### config.mk
export PLATFORM = sky130hd
export DESIGN_NAME = thresholding_cfg_axilite
export DESIGN_NICKNAME = d
export VERILOG_FILES = /design/src/rtl/thresholding_cfg_axilite.sv
export SDC_FILE = /design/constraint.sdc
export NUM_CORES = 1
export LEC_CHECK = 0
export BUFFER_PORTS_ARGS = -buffer_cell sky130_fd_sc_hd__clkbuf_2
export CAP_MARGIN = 5
export CORE_UTILIZATION = 40
export DETAILED_ROUTE_END_ITERATION = 16
export PLACE_DENSITY = 0.69
export RECOVER_POWER = 100
export SLEW_MARGIN = 30
export SYNTH_ARGS = -nofsm -noshare
export SYNTH_HDL_FRONTEND = slang
export SYNTH_SLANG_ARGS = --single-unit
export TNS_END_PERCENT = 30
### constraint.sdc
create_clock -name clk -period 4.4 [get_ports clk]
set_clock_uncertainty 0.15 [all_clocks]
set_input_delay 1.32 -clock clk [delete_from_list [all_inputs] [get_ports clk]]
set_output_delay 1.32 -clock clk [all_outputs]
set_load 0.005 [all_outputs]
### src/rtl/thresholding_cfg_axilite.sv
// AXI4-Lite slave that turns register accesses into one-cycle strobes on the thresholding config port.
// Optional macro THRESHOLDING_CFG_RD_TIMEOUT_EN bounds the readback wait to RD_TIMEOUT cycles.
module thresholding_cfg_axilite #(
  parameter int ADDR_BITS  = 16,
  parameter int K          = 16,
  parameter bit SIGNED     = 1'b1,
  parameter int RD_TIMEOUT = 64
) (
  input  logic                 clk,
  input  logic                 rst,
  input  logic                 s_awvalid,
  output logic                 s_awready,
  input  logic [ADDR_BITS-1:0] s_awaddr,
  input  logic                 s_wvalid,
  output logic                 s_wready,
  input  logic [31:0]          s_wdata,
  input  logic [3:0]           s_wstrb,
  output logic                 s_bvalid,
  input  logic                 s_bready,
  output logic [1:0]           s_bresp,
  input  logic                 s_arvalid,
  output logic                 s_arready,
  input  logic [ADDR_BITS-1:0] s_araddr,
  output logic                 s_rvalid,
  input  logic                 s_rready,
  output logic [31:0]          s_rdata,
  output logic [1:0]           s_rresp,
  output logic                 cfg_en,
  output logic                 cfg_we,
  output logic [ADDR_BITS-3:0] cfg_a,
  output logic [K-1:0]         cfg_d,
  input  logic                 cfg_rack,
  input  logic [K-1:0]         cfg_q
);

  typedef enum logic [1:0] {IDLE, WRESP, RWAIT, RRESP} state_t;

  localparam logic [1:0] RESP_OKAY   = 2'b00;
  localparam logic [1:0] RESP_SLVERR = 2'b10;
  localparam int         NBYTES      = (K + 7) / 8;
  localparam logic [3:0] STRB_MASK   = 4'((1 << NBYTES) - 1);

  state_t state, state_n;
  logic alive;
  logic aw_full, w_full, ar_full;
  logic [ADDR_BITS-3:0] aw_addr_q, ar_addr_q;
  logic [31:0] w_data_q;
  logic [3:0]  w_strb_q;
  logic prio_rd, prio_rd_n;
  logic grant_wr, grant_rd, wr_elig, rd_elig, strb_ok, timeout, late_ok;
  logic cfg_en_n, cfg_we_n, bvalid_n, rvalid_n;
  logic [ADDR_BITS-3:0] cfg_a_n;
  logic [K-1:0] cfg_d_n;
  logic [1:0] bresp_n, rresp_n;
  logic [31:0] rdata_n;
  logic unused_bits;

  function automatic logic [31:0] extend_q(input logic [K-1:0] q);
    logic [31:0] r;
    r = 32'(q);
    for (int i = K; i < 32; i++) r[i] = SIGNED & q[K-1];
    return r;
  endfunction

  // alive keeps every ready low while reset is held
  assign s_awready = alive & ~aw_full;
  assign s_wready  = alive & ~w_full;
  assign s_arready = alive & ~ar_full;
  assign wr_elig   = aw_full & w_full;
  assign rd_elig   = ar_full;
  assign strb_ok   = ((w_strb_q & STRB_MASK) == STRB_MASK);
  assign unused_bits = ^{s_awaddr[1:0], s_araddr[1:0], w_data_q, w_strb_q};

  always_ff @(posedge clk or posedge rst) begin
    if (rst) begin
      alive     <= 1'b0;
      aw_full   <= 1'b0;
      w_full    <= 1'b0;
      ar_full   <= 1'b0;
      aw_addr_q <= '0;
      ar_addr_q <= '0;
      w_data_q  <= '0;
      w_strb_q  <= '0;
    end else begin
      alive <= 1'b1;
      if (grant_wr) begin
        aw_full <= 1'b0;
        w_full  <= 1'b0;
      end else begin
        if (s_awvalid && s_awready) begin
          aw_full   <= 1'b1;
          aw_addr_q <= s_awaddr[ADDR_BITS-1:2];
        end
        if (s_wvalid && s_wready) begin
          w_full   <= 1'b1;
          w_data_q <= s_wdata;
          w_strb_q <= s_wstrb;
        end
      end
      if (grant_rd) begin
        ar_full <= 1'b0;
      end else if (s_arvalid && s_arready) begin
        ar_full   <= 1'b1;
        ar_addr_q <= s_araddr[ADDR_BITS-1:2];
      end
    end
  end

`ifdef THRESHOLDING_CFG_RD_TIMEOUT_EN
  localparam int TW = $clog2(RD_TIMEOUT + 1);
  logic [TW-1:0] to_cnt;
  assign timeout = (state == RWAIT) && !cfg_rack && (to_cnt == TW'(RD_TIMEOUT - 1));

  // late_ok marks a timed-out read whose acknowledge may still straggle in
  always_ff @(posedge clk or posedge rst) begin
    if (rst) begin
      to_cnt  <= '0;
      late_ok <= 1'b0;
    end else if (grant_rd) begin
      to_cnt  <= '0;
      late_ok <= 1'b0;
    end else if (state == RWAIT) begin
      to_cnt <= to_cnt + TW'(1);
      if (timeout) late_ok <= 1'b1;
    end
  end
`else
  logic unused_timeout;
  assign timeout        = 1'b0;
  assign late_ok        = 1'b0;
  assign unused_timeout = ^32'(RD_TIMEOUT);
`endif

  // Arbitration pointer only flips when both requests contend
  always_comb begin
    state_n   = state;
    prio_rd_n = prio_rd;
    grant_wr  = 1'b0;
    grant_rd  = 1'b0;
    cfg_en_n  = 1'b0;
    cfg_we_n  = 1'b0;
    cfg_a_n   = '0;
    cfg_d_n   = '0;
    bvalid_n  = s_bvalid;
    bresp_n   = s_bresp;
    rvalid_n  = s_rvalid;
    rresp_n   = s_rresp;
    rdata_n   = s_rdata;
    case (state)
      IDLE: begin
        if (wr_elig && (!rd_elig || !prio_rd)) grant_wr = 1'b1;
        else if (rd_elig)                      grant_rd = 1'b1;
        if (wr_elig && rd_elig) prio_rd_n = grant_wr;
        if (grant_wr) begin
          state_n = WRESP;
          if (strb_ok) begin
            cfg_en_n = 1'b1;
            cfg_we_n = 1'b1;
            cfg_a_n  = aw_addr_q;
            cfg_d_n  = w_data_q[K-1:0];
          end else begin
            bvalid_n = 1'b1;
            bresp_n  = RESP_SLVERR;
          end
        end else if (grant_rd) begin
          state_n  = RWAIT;
          cfg_en_n = 1'b1;
          cfg_a_n  = ar_addr_q;
        end
      end
      WRESP: begin
        if (s_bvalid && s_bready) begin
          bvalid_n = 1'b0;
          state_n  = IDLE;
        end else if (cfg_en) begin
          bvalid_n = 1'b1;
          bresp_n  = RESP_OKAY;
        end
      end
      RWAIT: begin
        if (cfg_rack) begin
          rdata_n  = extend_q(cfg_q);
          rresp_n  = RESP_OKAY;
          rvalid_n = 1'b1;
          state_n  = RRESP;
        end else if (timeout) begin
          rdata_n  = 32'hDEAD_BEEF;
          rresp_n  = RESP_SLVERR;
          rvalid_n = 1'b1;
          state_n  = RRESP;
        end
      end
      RRESP: begin
        if (s_rvalid && s_rready) begin
          rvalid_n = 1'b0;
          state_n  = IDLE;
        end
      end
      default: state_n = IDLE;
    endcase
  end

  always_ff @(posedge clk or posedge rst) begin
    if (rst) begin
      state    <= IDLE;
      prio_rd  <= 1'b0;
      cfg_en   <= 1'b0;
      cfg_we   <= 1'b0;
      cfg_a    <= '0;
      cfg_d    <= '0;
      s_bvalid <= 1'b0;
      s_bresp  <= RESP_OKAY;
      s_rvalid <= 1'b0;
      s_rresp  <= RESP_OKAY;
      s_rdata  <= '0;
    end else begin
      state    <= state_n;
      prio_rd  <= prio_rd_n;
      cfg_en   <= cfg_en_n;
      cfg_we   <= cfg_we_n;
      cfg_a    <= cfg_a_n;
      cfg_d    <= cfg_d_n;
      s_bvalid <= bvalid_n;
      s_bresp  <= bresp_n;
      s_rvalid <= rvalid_n;
      s_rresp  <= rresp_n;
      s_rdata  <= rdata_n;
    end
  end

`ifndef SYNTHESIS
  rack_outside_rwait: assert property (@(posedge clk) disable iff (rst)
    !(cfg_rack && (state != RWAIT) && !late_ok));
`endif

endmodule

==> metrics.txt <==
CTS tree built; met2 WL 3.48 mm; All-Layer GR Usage 0.149; Leakage Power 2.45 nW; Hold Path Sink cfg_d[0]$_DFF_PP0_; area of the multi-input gates 1200 um2; drc violations 0; Pins Over Slew Limit 85; initial antenna violation count 0; post-route setup slack 1770 ps; Reg power frac 0.600; cell count of the worst hold path 1; fin nets 490; final setup TNS 0 ps; total gr overflow 0; Final Critical Period 2630 ps; achievable frequency 380 MHz; Worst Hold Launch w_data_q[0]$_DFFE_PP0P_; hold_ws 322 ps; Detailed Place HPWL 5.02 mm; unique cell type count in the Yosys netlist 32; RSZ-0062 raised after global routing false; Reg2Reg Setup Slack 1860 ps; Synth Instances 273; RR Endpoint cfg_a[2]$_DFF_PP0_; YS warnings 0; Initial Util 0.412; share of layout cells above drive strength 1 0.387; uppermost layer routed met4; vias in the first global route 2398; drt total wl 7.35 mm; area grow syn2layout 20.3%; Tcrit/Tclk final 0.598; chip width 102 um; CTS max path bufs 2; htree depth 3; reg2reg path depth 4; IO Count 165; worst endpoint data arrival time 3010 ps; Sink Count 104; Worst Tran Pin Value 1760 ps; most common cell after layout, fill and taps aside dfrtp_1; Via-to-Cell Ratio 4.67; die height 102 um; Worst R2R Start state[0]$_DFFE_PP0P_; pwr/cell area 357 nW/um2; # Max-Cap Violations 1; register area 2600 um2; hold buffers post-CTS 0; Final Hold Fails 0; CORE AREA 9730 um2; num rows 36; most frequent cells in the layout dfrtp_1 (104), clkbuf_2 (78), clkbuf_1 (65); Clock Power Share 0.342; DR pass1 iterations 4; final-report setup violation count 0; syn avg cell area 14.7 um2; clock latency on the worst-skew pair 350 ps; 1st-iter DRT viols 45; metal1 wirelength 3.09 mm; Wirelength per Cell 13.7 um; Setup CP Type input pin to async pin; Pint 1.36 mW; Net Switching 355 uW; Root Buffer clkbuf_8; DP Worst Slack 1580 ps; critical path peak fanout 84; status finished with violations; Fill cells 919; postcts setup bufs 0; Combinational Power Share 0.058; first-pass GRT wire length 11.5 mm; total number of vias 2503; failing checks max-capacitance violations, max-slew violations; Hold Crit Class register to register; sequential fraction of the synthesis area 0.650; GP Congestion 0.746; switching fraction of total power 0.206; ant diodes 0; PostCTS Resize Cnt 0; Required @ worst endpoint 4780 ps; Max-slew headroom -0.170; CP endpoint kind async pin; Yosys reg bits 104; VDD IR max 210 uV; port bufs 139; CTS clk-pin slew, worst paths 80 ps; Antenna Nets Post-Route 0; Total Die Area 10400 um2; TritonCTS buffer count 9; startpoint class of the critical path input pin; Syn Std Cell Area 4000 um2; DR WL met3 649 um; largest net degree at the start of global routing 85
-- critical path: stages --
cell	delay, ps
clkbuf_1	100
clkinvlp_4	1100
buf_4	460
-- how the worst max path moves through the flow --
stage	from	endpoint	slack [ps]	depth (start not counted)
after floorplan	rst	alive$_DFF_PP0_	200	1
after detailed placement	cfg_rack	s_rdata[4]$_DFFE_PP0P_	1580	3
after global routing	rst	w_data_q[15]$_DFFE_PP0P_	1430	3
after global placement	cfg_rack	s_rdata[7]$_DFFE_PP0P_	1590	3
after CTS	s_rdata[15]$_DFFE_PP0P_	s_rdata[16]	1740	1
final	rst	w_data_q[15]$_DFFE_PP0P_	1770	3
-- Yosys cell counts (all sizes together) --
library cell | instances | area [um2]
buf | 27 | 189
a311oi | 1 | 8.76
nand3b | 1 | 7.51
o211ai | 1 | 7.51
a21oi | 4 | 20.0
o21ai | 2 | 10.0
nand4 | 1 | 6.26
nor2b | 4 | 25.0
nand2 | 9 | 33.8
conb | 2 | 7.51
mux2 | 62 | 698
or2 | 1 | 6.26
and4b | 1 | 10.0
inv | 3 | 11.3
o31ai | 2 | 15.0
nand3 | 1 | 5.00
o211a | 1 | 10.0
dfrtp | 104 | 2600
nor2 | 4 | 15.0
o22ai | 1 | 6.26
xnor2 | 1 | 8.76
a31oi | 1 | 6.26
a221o | 1 | 10.0
clkbuf | 2 | 7.51
and3 | 1 | 6.26
and2 | 17 | 106
and4bb | 1 | 12.5
a2111o | 1 | 11.3
and3b | 2 | 17.5
a22o | 14 | 123
-- power by group through the flow --
stage	Combinational, mW	Clock, mW	Sequential, mW
after floorplan	0.0637	0	1.04
after detailed placement	0.104	0	1.05
final	0.0997	0.588	1.03
after global placement	0.0991	0	1.05
after global routing	0.114	0.648	1.04
after CTS	0.104	0.621	1.03
-- layout make-up --
type / instances / share of cell area
sequential: 104 / 0.540
multi-input combinational: 139 / 0.249
timing repair buffer: 141 / 0.131
tap: 133 / 0.0346
clock buffer: 14 / 0.0338
clock inverter: 2 / 0.00779
inverter: 3 / 0.00312
-- registers in the layout (all words and copies together) (netlist names), 2 cells and up --
register	flops
cfg_d	16
s_rdata	16
w_data_q	16
ar_addr_q	14
aw_addr_q	14
cfg_a	14
state	2
w_strb_q	2
-- cells by family (layout without fill, tap and decap cells) --
| family | after synthesis | in the layout | share of synthesized area |
|---|---|---|---|
| flip-flops | 104 | 104 | 0.650 |
| multiplexers | 62 | 62 | 0.174 |
| AND/OR/NAND/NOR | 43 | 43 | 0.0628 |
| buffers and inverters | 32 | 160 | 0.0519 |
| AO/OA/AOI/OAI | 29 | 29 | 0.0569 |
| other | 2 | 4 | 0.00188 |
| XOR/XNOR | 1 | 1 | 0.00219 |
-- metrics by stage --
stage	instances	utilization	total power [mW]	instance area, um2
floorplan	275	-	1.11	4010
global placement	520	0.483	1.15	4690
detailed placement	520	0.483	1.15	4700
CTS	536	0.503	1.75	4900
global route	536	0.495	1.80	4820
finish	536	0.495	1.72	4820
-- metal layers --
metal  up-vias  GRT usage
met5         -          0
met4         0     0.0725
met3         9     0.0588
met2       100      0.242
met1      1219      0.171
li1       1175          -
No activity file was read; power rests on OpenSTA's default activity.
